<file path="src/rtl/x0_receiver.sv">
`default_nettype none
// +----------------------------------------------------------------------------+
// | Module   : x0_receiver                                                     |
// | Purpose  : X0 dual-rail link receiver. Synchronises the sender's rails,    |
// |            acks each bit, assembles words, senacks each word, flags errors.|
// | Option   : X0RX_PARITY_EN appends one even-parity bit to every word.      |
// | Revision : 1.0  initial release                                            |
// +----------------------------------------------------------------------------+
module x0_receiver #(
  parameter int WORD_W      = 8,
  parameter int SYNC_STAGES = 2,
`ifdef X0RX_PARITY_EN
  localparam int NBITS      = WORD_W + 1,
`else
  localparam int NBITS      = WORD_W,
`endif
  localparam int CW         = $clog2(NBITS + 1)
) (
  input  logic              clk,
  input  logic              reset,
  input  logic              bit0,
  input  logic              bit1,
  input  logic              dt,
  input  logic              cclear,
  output logic              ack,
  output logic              senack,
  output logic [WORD_W-1:0] data_out,
  output logic              data_valid,
  output logic [CW-1:0]     bit_count,
  output logic              frame_err
);

  localparam logic [CW-1:0] C_FULL = CW'(NBITS);

  typedef enum logic [1:0] {
    ST_IDLE = 2'd0,
    ST_ACK  = 2'd1,
    ST_SEN  = 2'd2,
    ST_ERR  = 2'd3
  } state_t;

  // Each stage holds {cclear, dt, bit1, bit0}; the last stage is the clean copy.
  logic [SYNC_STAGES-1:0][3:0] r_sync;
  logic [3:0]                  w_s;
  logic                        w_s_bit0, w_s_bit1, w_s_dt, w_s_cclear;

  state_t            r_state, w_state_nxt;
  logic [CW-1:0]     r_cnt, w_cnt_nxt;
  logic [NBITS-1:0]  r_shift, w_shift_nxt;
  logic [WORD_W-1:0] r_dout, w_dout_nxt;
  logic              r_ack, r_senack, r_dv, r_ferr;
  logic              w_dv_nxt;
  logic              w_valid, w_illegal, w_spacer, w_par_ok;

  always_ff @(posedge clk) begin
    if (reset) begin
      r_sync <= '0;
    end else begin
      r_sync <= {r_sync[SYNC_STAGES-2:0], cclear, dt, bit1, bit0};
    end
  end

  assign w_s        = r_sync[SYNC_STAGES-1];
  assign w_s_bit0   = w_s[0];
  assign w_s_bit1   = w_s[1];
  assign w_s_dt     = w_s[2];
  assign w_s_cclear = w_s[3];

  assign w_valid   = w_s_bit0 ^ w_s_bit1;
  assign w_illegal = w_s_bit0 & w_s_bit1;
  assign w_spacer  = ~(w_s_bit0 | w_s_bit1);

`ifdef X0RX_PARITY_EN
  // Data plus trailing parity bit must contain an even number of ones.
  assign w_par_ok = ~(^r_shift);
`else
  assign w_par_ok = 1'b1;
`endif

  always_comb begin
    w_state_nxt = r_state;
    w_cnt_nxt   = r_cnt;
    w_shift_nxt = r_shift;
    w_dout_nxt  = r_dout;
    w_dv_nxt    = 1'b0;
    if (w_s_cclear) begin
      w_state_nxt = ST_IDLE;
      w_cnt_nxt   = '0;
      w_shift_nxt = '0;
    end else begin
      case (r_state)
        ST_IDLE: begin
          if (w_illegal) begin
            w_state_nxt = ST_ERR;
          end else if (w_s_dt && w_valid) begin
            w_state_nxt = ST_ERR;
          end else if (w_s_dt && (r_cnt == C_FULL)) begin
            if (w_par_ok) begin
              w_dout_nxt  = r_shift[WORD_W-1:0];
              w_dv_nxt    = 1'b1;
              w_state_nxt = ST_SEN;
            end else begin
              w_state_nxt = ST_ERR;
            end
          end else if (w_s_dt) begin
            w_state_nxt = ST_ERR;
          end else if (w_valid && (r_cnt == C_FULL)) begin
            w_state_nxt = ST_ERR;
          end else if (w_valid) begin
            w_shift_nxt = r_shift | (NBITS'(w_s_bit1) << r_cnt);
            w_cnt_nxt   = r_cnt + CW'(1);
            w_state_nxt = ST_ACK;
          end
        end
        ST_ACK: begin
          // A hop between the two valid rails is not a new symbol.
          if (w_illegal) begin
            w_state_nxt = ST_ERR;
          end else if (w_spacer) begin
            w_state_nxt = ST_IDLE;
          end
        end
        ST_SEN: begin
          if (!w_s_dt) begin
            w_state_nxt = ST_IDLE;
            w_cnt_nxt   = '0;
            w_shift_nxt = '0;
          end
        end
        default: begin
          w_state_nxt = ST_ERR;
        end
      endcase
    end
  end

  always_ff @(posedge clk) begin
    if (reset) begin
      r_state   <= ST_IDLE;
      r_cnt     <= '0;
      r_shift   <= '0;
      r_dout    <= '0;
      r_ack     <= 1'b0;
      r_senack  <= 1'b0;
      r_dv      <= 1'b0;
      r_ferr    <= 1'b0;
    end else begin
      r_state   <= w_state_nxt;
      r_cnt     <= w_cnt_nxt;
      r_shift   <= w_shift_nxt;
      r_dout    <= w_dout_nxt;
      r_ack     <= (w_state_nxt == ST_ACK);
      r_senack  <= (w_state_nxt == ST_SEN);
      r_dv      <= w_dv_nxt;
      r_ferr    <= (w_state_nxt == ST_ERR);
    end
  end

  assign ack        = r_ack;
  assign senack     = r_senack;
  assign data_out   = r_dout;
  assign data_valid = r_dv;
  assign bit_count  = r_cnt;
  assign frame_err  = r_ferr;

endmodule
`default_nettype wire

</file>
<file path="config.mk">
export PLATFORM = sky130hd
export DESIGN_NAME = x0_receiver
export DESIGN_NICKNAME = d
export VERILOG_FILES = /design/src/rtl/x0_receiver.sv
export SDC_FILE = /design/constraint.sdc
export NUM_CORES = 1
export LEC_CHECK = 0
export ABC_AREA = 1
export CAP_MARGIN = 20
export CELL_PAD_IN_SITES_DETAIL_PLACEMENT = 0
export CELL_PAD_IN_SITES_GLOBAL_PLACEMENT = 1
export CORE_ASPECT_RATIO = 1.4
export CORE_UTILIZATION = 38
export DETAILED_ROUTE_END_ITERATION = 6
export PLACE_DENSITY_LB_ADDON = 0.1
export SYNTH_ARGS = -nofsm -noshare
export SYNTH_HDL_FRONTEND = slang
export SYNTH_SLANG_ARGS = --single-unit
</file>
<file path="constraint.sdc">
create_clock -name clk -period 1.85 [get_ports clk]
set_clock_uncertainty 0.05 [all_clocks]
set_input_delay 0.37 -clock clk [delete_from_list [all_inputs] [get_ports clk]]
set_output_delay 0.37 -clock clk [all_outputs]
set_load 0.02 [all_outputs]
</file>
==> results of run 1 <==
==> placed cells by master (no fill, tap or decap), drive strengths merged <==
| master | netlist | layout |
|---|---|---|
| a21oi | 22 | 22 |
| and3b | 1 | 1 |
| buf | 4 | 5 |
| clkbuf | 2 | 5 |
| clkdlybuf4s50 | 0 | 21 |
| clkinv | 0 | 2 |
| dfxtp | 34 | 34 |
| ha | 4 | 4 |
| inv | 31 | 31 |
| nand2 | 31 | 31 |
| nand3 | 25 | 25 |
| nand4 | 1 | 1 |
| nor2 | 31 | 31 |
| o211ai | 1 | 1 |
| o21ai | 3 | 3 |
| o22ai | 1 | 1 |
| or2 | 2 | 2 |
| xnor2 | 1 | 1 |
==> power groups by stage <==
stage / Combinational, mW / Clock [mW] / Sequential (mW)
6_report: 0.265 / 0.505 / 0.773
2_1_floorplan: 0.162 / 0 / 0.810
3_5_place_dp: 0.263 / 0 / 0.790
4_1_cts: 0.264 / 0.520 / 0.774
3_3_place_gp: 0.258 / 0 / 0.790
5_1_grt: 0.297 / 0.544 / 0.776
==> worst paths after layout <==
kind / end / start / cells after the start / slack (ns)
hold reg to reg: w_s[0] / r_sync[0] / 2 / 0.36
setup / recovery: bit_count[1] / bit_count[1] / 2 / 0.06
setup reg to reg: bit_count[1] / w_s[1] / 9 / 0.22
hold / removal: w_s[0] / r_sync[0] / 2 / 0.36
==> what timing repair did <==
| action | 4_1_cts | 5_1_grt |
|---|---|---|
| gates resized for setup | 1 | 1 |
| buffers inserted | 0 | 0 |
| setup endpoints to repair | 1 | 4 |
==> cells by family (layout without fill, tap and decap cells) <==
kind of cell    after synthesis  in the layout
flops                        34             34
simple gates                 91             91
fa+ha+maj                     4              4
xor+xnor                      1              1
compound gates               27             27
buf+inv                      37             64
==> sequential cells by signal, summed over array words and instances, names as in the netlist <==
| register | flops |
|---|---|
| ack | 1 |
| bit_count | 4 |
| data_out | 8 |
| data_valid | 1 |
| frame_err | 1 |
| r_shift | 8 |
| r_state | 2 |
| r_sync | 4 |
| senack | 1 |
| w_s | 4 |
==> tightest hold or removal path, cell delays in order, from the launching register on <==
cell and delay (ns):
dfxtp_1 0.29, inv_1 0.04, nor2_1 0.03
==> final cells by class <==
| cell class | count | area share |
|---|---|---|
| clock buffers | 5 | 0.0379 |
| clock inverters | 2 | 0.00551 |
| inverters | 31 | 0.0640 |
| multi-input cells | 123 | 0.345 |
| flip-flops and latches | 34 | 0.375 |
| well taps | 42 | 0.0289 |
| repair buffers | 26 | 0.143 |
==> routing by layer <==
layer  track usage  vias up
met2         0.278       18
li1              -      658
met3        0.0499        5
met5             0        -
met4        0.0769        0
met1         0.164      565
==> flow_summary_export.csv, run 1 <==
group,metric,value,unit
status,outcome,"finished, final reports clean",
global_routing,antenna_found_initial,0,
layout,nets,231,
power,power_leakage,0.732,nW
synth,syn_inst,194,
power,seqPwrFrac,0.501,
die,start_util,0.398,
synth,netlist.area_leader.share,0.465,
synth,synth_edf_count,0,
routing,routed_wl,2860,um
clock_tree,numCtsBuffers,5,
synth,synth_compound_area_frac,0.106,
sta,rsz0062_at_grt,"no",
layout,multi_input_comb_area,628,um2
synth,muxShareOfSynthArea,0,
hold_path,min_path_type,"register to register",
clock_tree,cts_hold_buf,0,
routing,wl_met3,102,um
clock_tree,insertion_delay,0.28,ns
placement,io_buffers,21,
synth,synth-xor-area-share,0.00599,
sta,final-hold-violation-count,0,
placement,placed_area,1730,um2
placement,place_ws,0.196,ns
synth,synth_seq_cells,34,
die,die_x,54.4,um
global_routing,grt_pass1_vias,1100,
die,die_area,4100,um2
synth,synth_top_cells_by_count,"dfxtp_1, inv_1, nand2_1, nor2_1, nand3_1",
die,design.core.area,3680,um2
routing,vias,1246,
synth,yosys.area_share.simple,0.280,
setup_path,crit_required,1.43,ns
setup_path,slowest_stage,"clkdlybuf4s50_1",
routing,routed.top_layer,"met4",
power,p_clk_frac,0.327,
sta,worst_pin_slew,0.541,ns
power,p_total,1.54,mW
sta,setup_slack,0.0587,ns
sta,timing.fmax,558,MHz
power,combPwrFrac,0.172,
power,ir_worst_vdd,0.555,mV
clock_tree,cts.reportedPaths.clkPinSlew,0.06,ns
layout,drive_gt1_frac,0.109,
setup_path,startpoint_type,"register",
synth,synth.most_common_cell,"dfxtp_1",
clock_tree,htreeDepth,2,
setup_path,critPathBufInv,2,
clock_tree,cts_tree,"yes",
sta,setup_viol,0,
clock_tree,cts_buffer_depth,2,
power,intPower,1.12,mW
routing,drtPass1Iterations,3,
global_routing,grt_max_degree,18,
synth,synth_top_family_by_area,"simple AND/OR/NAND/NOR gates",
layout,instances_no_fill,263,
setup_path,crit_type,"register to output pin",
setup_path,crit_family,"buffers and inverters",
placement,dpl.cell_count,256,
routing,wl_met2,1460,um
flow_run,max_cap_viol_count,0,
clock_tree,clock-sinks,34,
placement,dpl.hpwl,2230,um
clock_tree,root_buffer,"clkbuf_8",
sta,drv_slew,0,
routing,ant_nets,0,
routing,wirelength_met1,1250,um
power,sw_frac_of_total,0.277,
setup_path,end_kind,"output pin",
routing,wire_per_inst,10.9,um
routing,vias_per_cell,4.74,
layout,final_cell_area,1820,um2
routing,drc,0,
synth,synth_top_area_cell,"dfxtp_1",
synth,yosys-top-cells-area,"dfxtp_1, nand3_1, inv_1, nand2_1, nor2_1",
power,power.net_switching,428,uW
die,die_h,75.4,um
global_routing,grt_usage,0.158,
layout,fill_cells,381,
synth,synth_warnings,0,
sta,setup_tns,0,ns
routing,drtIter0Drc,21,
sta,period_share,0.968,
global_routing,grt-ovfl-total,0,
layout,antenna_cells,0,
synth,async_flop_share,0,
synth,avgSynthCellArea,7.54,um2
synth,synthAdderAreaFrac,0.0342,
sta,hold-worst-slack,0.356,ns
die,std_cell_rows,26,
global_routing,grt_pass1_wl,4590,um
setup_path,worstPathArrival,1.37,ns
synth,synthFlopType,"dfxtp_1",
setup_path,max_stage_delay,0.60,ns
sta,relSlewSlack,0.638,
power,power.density,849,nW/um2
layout,area_growth,24.3,%
synth,ys_seq_area_frac,0.465,
placement,gp_congestion,0.813,
die,io_pins,22,
synth,synth_area,1460,um2
layout,postLayoutCoreUtil,0.495,
synth,synth.distinct_cells,24,
setup_path,crit_fanout,6,
sta,period_needed,1.79,ns
layout,register_area,682,um2
synth,synth_nets,204,
setup_path,crit_chain,"buf_4 > clkdlybuf4s50_1",
(Power assumes the default switching activity.)
==> run 2: changes to the inputs <==
CORE_MARGIN = 1.5   (was not set)
==> flow_summary_export.csv, run 2 (synthesized netlist as in run 1, its figures left out) <==
group,metric,value,unit
setup_path,startpoint_type,"register",
setup_path,crit_required,1.43,ns
clock_tree,htreeDepth,2,
clock_tree,root_buffer,"clkbuf_8",
layout,final_cell_area,1850,um2
placement,dpl.hpwl,2210,um
clock_tree,cts_hold_buf,0,
power,ir_worst_vdd,0.605,mV
clock_tree,cts_resized,1,
die,die_area,4240,um2
power,power_leakage,0.741,nW
routing,vias,1258,
global_routing,grt_usage,0.151,
die,die_x,55.4,um
hold_path,hold_start,"r_sync[0]",
setup_path,worstPathArrival,1.38,ns
power,p_total,1.69,mW
global_routing,use_met3,0.0407,
sta,hold-worst-slack,0.360,ns
routing,routed_wl,2910,um
sta,timing.fmax,555,MHz
setup_path,worstSetupStartpoint,"bit_count[0]",
sta,relSlewSlack,0.643,
layout,drive_gt1_frac,0.104,
routing,wire_per_inst,11.0,um
setup_path,r2r_start,"w_s[0]",
die,io_pins,22,
flow_run,max_cap_viol_count,0,
layout,layout_common_cells,"dfxtp_1, inv_1, nor2_1, nand2_1, nand3_1",
die,die_h,76.4,um
sta,final-hold-violation-count,0,
clock_tree,insertion_delay,0.29,ns
routing,drc,0,
layout,postLayoutCoreUtil,0.502,
hold_path,min_path_type,"register to register",
setup_path,crit_fanout,8,
clock_tree,clock-sinks,34,
global_routing,grt_pass1_vias,1198,
sta,worst_pin_slew,0.535,ns
layout,fill_cells,381,
placement,gp_congestion,0.802,
placement,placed_area,1730,um2
global_routing,grt_util_met2,0.254,
clock_tree,post-cts-setup-buffers,0,
sta,setup_viol,0,
setup_path,end_kind,"output pin",
setup_path,crit_type,"register to output pin",
clock_tree,numCtsBuffers,5,
sta,drv_slew,0,
global_routing,grt_busiest_layer,"met2",
layout,antenna_cells,0,
power,power.density,918,nW/um2
global_routing,grt_pass1_wl,5110,um
status,outcome,"finished, final reports clean",
layout,layout_commonest_cell,"dfxtp_1",
sta,rsz0062_at_grt,"no",
routing,ant_nets,0,
sta,setup_tns,0,ns
clock_tree,cts_buffer_depth,2,
routing,drtPass1Iterations,4,
global_routing,grt_max_degree,18,
global_routing,antenna_found_initial,0,
clock_tree,cts_tree,"yes",
die,std_cell_rows,26,
clock_tree,cts.reportedPaths.clkPinSlew,0.07,ns
global_routing,grt-ovfl-total,0,
layout,nets,231,
layout,area_growth,26.2,%
global_routing,met1_usage,0.176,
die,design.core.area,3680,um2
placement,io_buffers,21,
routing,vias_per_cell,4.77,
sta,period_needed,1.80,ns
routing,drtIter0Drc,31,
die,start_util,0.398,
sta,period_share,0.974,
## run 2: cell type report
| type | count | area (um2) | area share |
|---|---|---|---|
| sequential | 34 | 682 | 0.369 |
| multi-input combinational | 123 | 628 | 0.340 |
| timing repair buffer | 26 | 260 | 0.141 |
| inverter | 31 | 116 | 0.0631 |
| clock buffer | 7 | 76.3 | 0.0414 |
| tap | 42 | 52.6 | 0.0285 |
| clock inverter | 1 | 30.0 | 0.0163 |
## run 2: metal layers
layer	wire, um	part of all wire	up-vias
met5	0	0	-
met4	67	0.023	0
met3	94	0.032	6
met2	1470	0.51	22
met1	1270	0.44	570
li1	-	-	660
## run 2: path summary, 6_finish.rpt
kind                            slack, ns            to  cells after the start
worst max-delay path                 0.05  bit_count[0]                      2
worst min-delay path                 0.36        w_s[0]                      2
worst max register to register       0.21   data_out[5]                      8
worst min register to register       0.36        w_s[0]                      2
## run 2: where the power goes
group	switching, mW	internal, mW	leakage, nW
registers	0.0166	0.758	0.277
clock network	0.253	0.402	0.0524
logic	0.159	0.106	0.411
total	0.428	1.27	0.741
## run 2: worst max-delay path: stages (launching register included)
cell and delay, ns:
dfxtp_1 0.33, buf_4 0.16, clkdlybuf4s50_1 0.61
## run 2: through the flow
stage | setup slack [ns] | instances
floorplan | 0.244 | 194
global placement | 0.258 | 256
detailed placement | 0.195 | 256
CTS | 0.0360 | 264
global route | 0.00772 | 264
finish | 0.0485 | 264
==> run 3: changes to the inputs <==
PLACE_DENSITY = 0.76   (was not set)
PLACE_DENSITY_LB_ADDON = not set   (was 0.1)
==> flow_summary_export.csv, run 3 (synthesized netlist as in run 1, its figures left out) <==
group,metric,value,unit
clock_tree,root_buffer,"clkbuf_8",
setup_path,worstPathArrival,1.36,ns
hold_path,hold_start,"r_sync[2]",
hold_path,min_path_type,"register to register",
routing,drtPass1Iterations,4,
routing,vias,1214,
status,outcome,"finished, final reports clean",
clock_tree,htreeDepth,2,
placement,gp_congestion,0.847,
sta,rsz0062_at_grt,"no",
setup_path,end_kind,"output pin",
placement,dpl.hpwl,2210,um
die,start_util,0.398,
setup_path,crit_type,"register to output pin",
clock_tree,cts.reportedPaths.clkPinSlew,0.07,ns
sta,setup_viol,0,
sta,period_share,0.964,
sta,timing.fmax,561,MHz
setup_path,critPathBufInv,1,
layout,nets,230,
layout,area_growth,24.3,%
global_routing,grt-ovfl-total,0,
global_routing,grt_pass1_wl,4820,um
power,combPwrFrac,0.150,
setup_path,max_stage_delay,0.65,ns
power,power_leakage,0.734,nW
global_routing,grt_max_degree,18,
routing,drtIter0Drc,21,
routing,vias_per_cell,4.62,
setup_path,startpoint_type,"register",
routing,routed_wl,2850,um
routing,wire_per_inst,10.8,um
sta,relSlewSlack,0.630,
power,sw_frac_of_total,0.267,
setup_path,r2r_start,"w_s[0]",
placement,io_buffers,21,
setup_path,crit_chain,"clkdlybuf4s50_1",
sta,hold-worst-slack,0.355,ns
layout,drive_gt1_frac,0.109,
global_routing,grt_pass1_vias,1091,
setup_path,rrSetupSlack,0.18,ns
setup_path,slowest_stage,"clkdlybuf4s50_1",
die,io_pins,22,
sta,worst_pin_slew,0.553,ns
sta,drv_slew,0,
clock_tree,cts_tree,"yes",
setup_path,crit_required,1.43,ns
die,std_cell_rows,26,
layout,layout_common_cells,"dfxtp_1, inv_1, nor2_1, nand2_1, nand3_1",
sta,final-hold-violation-count,0,
clock_tree,clock-sinks,34,
power,power.density,866,nW/um2
placement,dpl.cell_count,255,
die,die_area,4240,um2
clock_tree,numCtsBuffers,5,
power,power.net_switching,421,uW
power,seqPwrFrac,0.499,
power,p_clk_frac,0.351,
die,die_x,55.4,um
power,intPower,1.15,mW
layout,instances_no_fill,263,
global_routing,grt_usage,0.145,
layout,layout_commonest_cell,"dfxtp_1",
clock_tree,cts_buffer_depth,2,
setup_path,crit_fanout,6,
sta,period_needed,1.78,ns
die,design.core.area,3680,um2
clock_tree,cts_hold_buf,0,
setup_path,worstSetupStartpoint,"bit_count[3]",
flow_run,max_cap_viol_count,0,
power,ir_worst_vdd,0.548,mV
routing,drc,0,
global_routing,antenna_found_initial,0,
die,die_h,76.4,um
sta,setup_tns,0,ns
routing,ant_nets,0,
layout,antenna_cells,0,
setup_path,crit_family,"buffers and inverters",
clock_tree,insertion_delay,0.28,ns
==> run 3: timing repair <==
item | 4_1_cts | 5_1_grt
endpoints found under the setup margin | 1 | 7
gates cloned | 0 | 0
setup buffers | 0 | 0
gates resized for setup | 1 | 2
==> run 3: worst register-to-register path, stage by stage (launching register included) <==
cell and delay [ns]:
dfxtp_1 0.33, inv_1 0.04, ha_1 0.36, a21oi_2 0.18, nand2_1 0.08, nand2_2 0.19, nand2_1 0.15, nand2_1 0.09
nand2_1 0.05, nor2_1 0.08
==> run 3: path summary, 6_finish.rpt <==
path / endpoint / cells past startpoint
hold reg to reg: w_s[2] / 2
hold / removal: w_s[2] / 2
setup reg to reg: bit_count[1] / 9
setup / recovery: bit_count[3] / 1
==> run 3: routing by layer <==
layer / GRT usage / vias to the layer above / wire length, um
li1: - / 655 / -
met4: 0.0732 / 0 / 65
met5: 0 / - / 0
met2: 0.244 / 25 / 1430
met1: 0.159 / 527 / 1210
met3: 0.0492 / 7 / 140
==> run 3: per-stage QoR <==
stage	instance area [um2]	util	setup slack (ns)	total power [mW]
floorplan	1460	-	0.244	0.972
global placement	1730	0.469	0.148	1.04
detailed placement	1730	0.469	0.108	1.04
CTS	1820	0.494	0.0225	1.60
global route	1820	0.495	0.00211	1.66
finish	1820	0.495	0.0674	1.57
==> run 3: layout make-up <==
type / instances / area [um2]
clock buffers: 7 / 86.3
clock inverters: 1 / 5.00
fillers: 369 / 1860
inverters: 31 / 116
multi-input cells: 123 / 623
flip-flops and latches: 34 / 683
well taps: 42 / 52.6
repair buffers: 25 / 251
==> run 3: power by group through the flow <==
stage               clock network [mW]  logic (mW)  registers [mW]
finish                           0.552       0.237           0.785
global route                     0.604       0.265           0.790
CTS                              0.574       0.238           0.783
detailed placement                   0       0.239           0.800
global placement                     0       0.236           0.800
floorplan                            0       0.162           0.810
==> patch 1, RTL diff (flow settings as in run 2) <==
`r_dout` no longer has a reset.
--- a/src/rtl/x0_receiver.sv
+++ b/src/rtl/x0_receiver.sv
@@ -139,7 +139,6 @@
       r_state   <= ST_IDLE;
       r_cnt     <= '0;
       r_shift   <= '0;
-      r_dout    <= '0;
       r_ack     <= 1'b0;
       r_senack  <= 1'b0;
       r_dv      <= 1'b0;
@@ -148,12 +147,15 @@
       r_state   <= w_state_nxt;
       r_cnt     <= w_cnt_nxt;
       r_shift   <= w_shift_nxt;
-      r_dout    <= w_dout_nxt;
       r_ack     <= (w_state_nxt == ST_ACK);
       r_senack  <= (w_state_nxt == ST_SEN);
       r_dv      <= w_dv_nxt;
       r_ferr    <= (w_state_nxt == ST_ERR);
     end
+  end
+
+  always_ff @(posedge clk) begin
+    r_dout <= w_dout_nxt;
   end
 
   assign ack        = r_ack;
Behaviour: same outputs for any inputs over 10 cycles, from zero or initial values and one cycle with reset high; that may be too few to reach the edited logic, so the function may still have changed.
==> patch 1 against run 2 <==
Wire length decreased by 8.5%; setup slack better by 0.023 ns; design area fell by 0.88%; utilization increased by 0.45 points; sequential cell count unchanged; area after synthesis decreased by 3.0%; combinational power decreased by 4%; power shrank 5.9%; via count down 13%; highest routed layer unchanged.
==> patch 1: results (changes against run 2) <==
result of the run: finished clean (unchanged)
routed wire length on met2: 1.450 mm (was 1.472 mm)
count of fill cells added during filler insertion: 362 (was 381)
Net count, final: 207 (was 231)
clock network latency to the later pin of the worst-skew pair: 0.28 ns
standby leakage power: 0.7591 nW (was 0.7408 nW)
Max Used Layer: met4 (unchanged)
Max-slew headroom: 80.52% (was 64.25%)
detailed placer's ending HPWL: 2.072 mm (was 2.208 mm)
top post-synthesis cells by area: dfxtp_1, edfxtp_1, inv_1 (was dfxtp_1, nand3_1, inv_1)
final weighted congestion of routability-driven global placement: 0.8272 (was 0.8016)
Max H-tree Level: 2 (unchanged)
number of diodes: 0 (unchanged)
met1 wire length: 1.032 mm (was 1.271 mm)
Compound-Gate Fraction of Synth Area: 5.820% (was 10.61%)
number of flops mapped to enable cells by yosys: 8 (was 0)
1st-iter DRT viols: 23 (was 31)
nets in the synthesized netlist: 173 (was 204)
vias after detailed routing: 1095 (was 1258)
antenna violations before repair: 0 (unchanged)
Worst Path Max Fanout: 6 (was 8)
CP arrival: 1.36 ns (was 1.38 ns)
Post-synth top cells: inv_1, nor2_1, dfxtp_1, nand2_1, nand3_1 (was dfxtp_1, inv_1, nand2_1, nor2_1, nand3_1)
adder and majority cell fraction of the synthesized area: 3.527% (was 3.422%)
post-synthesis sequential area ratio: 53.62% (was 46.54%)
cell at the root of the clock tree: clkbuf_8 (unchanged)
routed wire length: 2.658 mm (was 2.905 mm)
routed length on met3: 109 um (was 94 um)
Slowest Stage Delay on Critical Path: 0.61 ns (about the same)
proportion of synthesized flip-flops having asynchronous set or reset: 0% (unchanged)
wire length of the first global-routing pass: 4.478 mm (was 5.106 mm)
post-synthesis share of cell area spent on xor and xnor gates: 0.6173% (was 0.5988%)
share of layout cells above drive strength 1: 13.64% (was 10.36%)
vias in the first global route: 1029 (was 1198)
area post-placement: 1717 um^2 (was 1733 um^2)
Worst IR Drop VDD: 0.5313 mV (was 0.6055 mV)
number of detailed-routing iterations run before antenna repair: 4 (unchanged)
library cells used by synthesis: 26 (was 24)
GRT Overall Usage: 15.61% (was 15.13%)
maximum number of pins on one net before global-route repair: 15 (was 18)
==> patch 1: cell types whose count changed in the layout (fill, tap and decap cells not counted), moves of 2 or more <==
cell / run 2 / this run
dfxtp_1: 33 / 26
or2_2: 2 / 0
a21oi_2: 2 / 0
nand3_2: 0 / 3
edfxtp_1: 0 / 8
o21ai_0: 2 / 0
nand2_1: 29 / 21
a21oi_1: 20 / 10
buf_4: 4 / 8
nand3_1: 25 / 16
inv_1: 30 / 28
==> patch 1: final cells by class <==
class / instances / area [um^2] / area share (%)
Multi-Input combinational cell: 96 / 519.2 / 28.39
Clock buffer: 8 / 90.09 / 4.925
Timing Repair Buffer: 30 / 292.8 / 16.01
Inverter: 30 / 113.9 / 6.224
Sequential cell: 34 / 760.7 / 41.59
Tap cell: 42 / 52.55 / 2.873
==> patch 1: path summary, 6_finish.rpt <==
kind | start | endpoint | slack, ns | cells past startpoint
hold reg to reg | r_sync[3] | w_s[3] | 0.35 | 2
setup / recovery | bit_count[1] | bit_count[1] | 0.07 | 2
hold / removal | r_sync[3] | w_s[3] | 0.35 | 2
setup reg to reg | bit_count[1] | data_out[7] | 0.13 | 6
==> patch 1: critical path: cells and delay by family (launching register included) <==
family   cells  cell delay (ns)
flops        1             0.33
buf+inv      2             0.75
==> patch 1: cell families after synthesis <==
family | after synthesis
buf+inv | 33
simple gates | 78
xor+xnor | 1
fa+ha+maj | 4
compound gates | 13
flops | 34
==> patch 1: where the power goes <==
| part | leakage, nW | switching [mW] | internal (mW) |
|---|---|---|---|
| combinational | 0.445 | 0.154 | 0.101 |
| clock | 0.0455 | 0.237 | 0.303 |
| sequential | 0.269 | 0.0164 | 0.783 |
| total | 0.759 | 0.407 | 1.19 |
==> patch 1: metrics by stage <==
step,worst slack (ns),cells
2_1_floorplan,0.08437,163
3_3_place_gp,0.1675,231
3_5_place_dp,0.08811,231
4_1_cts,0.03293,239
5_1_grt,0.02437,240
6_report,0.07145,240
==> patch 1: per-layer routing <==
metal	GRT usage, %	vias up
li1	-	580
met4	8.333	0
met5	0	-
met3	5.490	6
met1	16.11	489
met2	26.85	20
==> patch 1: what timing repair did <==
action,CTS,global route
endpoints found under the setup margin,0,9
hold buffers,0,0
resized for setup,0,1
setup buffers,0,1
==> patch 2, RTL diff (flow settings as in run 2) <==
Without the edit above. The parameter `WORD_W` goes from 8 to 16.
--- a/src/rtl/x0_receiver.sv
+++ b/src/rtl/x0_receiver.sv
@@ -7,7 +7,7 @@
 // | Revision : 1.0  initial release                                            |
 // +----------------------------------------------------------------------------+
 module x0_receiver #(
-  parameter int WORD_W      = 8,
+  parameter int WORD_W      = 16,
   parameter int SYNC_STAGES = 2,
 `ifdef X0RX_PARITY_EN
   localparam int NBITS      = WORD_W + 1,
Ports: changed (resized bit_count and data_out); port bits go from 22 to 31. The function was not compared with the original's and may differ.
==> patch 2 against run 2 <==
Area after synthesis is 46% higher; synthesized cell count up 51%; sequential cell count is 17 higher; setup slack better by 0.038 ns; sequential power increased by 46%; first-iteration DRC count rose by 94%; via count up 43%; global-route usage rose by 1.1 points; wire length is 46% higher; power grew 23%; register-to-register slack worse by 0.05 ns; critical path depth is 1 lower; design area rose by 42%; largest cell class unchanged.
==> patch 2: results (changes against run 2) <==
Post-synth top cells: nor2_1, dfxtp_1, inv_1, nand3_1, nand2_1 (was dfxtp_1, inv_1, nand2_1, nor2_1, nand3_1)
hold path startpoint: r_sync[1] (was r_sync[0])
layout buffering overhead excluding clock cells: 14.26% (was 14.10%)
Slowest Stage Delay on Critical Path: 0.63 ns (was 0.61 ns)
top post-synthesis cells by area: dfxtp_1, nor2_1, inv_1 (was dfxtp_1, nand3_1, inv_1)
number of ordinary inverters in the final layout: 47 (was 31)
post-synthesis register bit count: 51 (was 34)
register share of the cell area: 39.09% (was 36.95%)
most frequently used cell type in the post-synthesis netlist: nor2_1 (was dfxtp_1)
Worst Setup SP: bit_count[4] (was bit_count[0])
Worst Path Max Fanout: 5 (was 8)
count of instances resized after the clock tree is built: 0 (was 1)
fin area: 2615 um^2 (was 1846 um^2)
multi-input gate count: 182 (was 123)
cell total after placement: 386 (was 256)
reported sequential group power: 1.13 mW (was 0.774 mW)
count of fill cells added during filler insertion: 568 (was 381)
internal reg-to-reg setup slack: 0.16 ns (was 0.21 ns)
1st-iter DRT viols: 60 (was 31)
R2R Path End: data_out[7] (was data_out[5])
number of I/O port buffers: 30 (was 21)
pre-CTS setup slack: 0.1112 ns (was 0.1947 ns)
final cell count without fillers: 394 (was 264)
number of non-clock buffers: 38 (was 26)
terminating pin of the worst hold path: w_s[1] (was w_s[0])
Net count, final: 335 (was 231)
fraction of area in multi-input gates: 32.82% (was 34.03%)
Pwr Density: 796.3 nW/um^2 (was 918.3 nW/um^2)
result of the run: finished clean (unchanged)
Max Fclk: 567.2 MHz (was 555.1 MHz)
detailed placer's ending HPWL: 3.269 mm (was 2.208 mm)
RR Startpoint: w_s[1] (was w_s[0])
maximum number of pins on one net before global-route repair: 19 (was 18)
Hold WS: 0.3520 ns (was 0.3600 ns)
power dissipated in the clock network: 0.669 mW (was 0.655 mW)
Worst setup endpoint: bit_count[4] (was bit_count[0])
average wire length per cell after detail routing: 10.80 um (was 11.00 um)
vias in the first global route: 1648 (was 1198)
worst-margin pin slew: 0.6301 ns (was 0.5347 ns)
share of layout cells above drive strength 1: 7.975% (was 10.36%)
standby leakage power: 1.042 nW (was 0.7408 nW)
vias after detailed routing: 1801 (was 1258)
Worst IR Drop VDD: 0.4353 mV (was 0.6055 mV)
wire length of the first global-routing pass: 7.665 mm (was 5.106 mm)
patch 2: cell count changes after synthesis, moves of 4 or more:
cell / change
dfxtp_1: +17
nand3_1: +4
inv_1: +13
nor2_1: +42
nand4_1: +5
o21ai_0: +12
buf_2: +5
patch 2: logic make-up (layout without fill, tap and decap cells):
family	after synthesis	count (layout)	synth area share, %
XOR/XNOR	1	1	0.4094
AO/OA/AOI/OAI	40	40	9.649
AND/OR/NAND/NOR	137	137	27.72
buffers and inverters	59	93	12.16
adder cells (fa/ha/maj)	4	4	2.339
flip-flops	51	51	47.72
patch 2: per-layer routing:
| layer | vias to the layer above | share of wire (%) | global-route usage [%] |
|---|---|---|---|
| li1 | 973 | - | - |
| met1 | 793 | 45 | 19.68 |
| met2 | 30 | 50 | 27.33 |
| met3 | 5 | 2.8 | 3.436 |
| met4 | 0 | 1.9 | 6.633 |
| met5 | - | 0 | 0 |
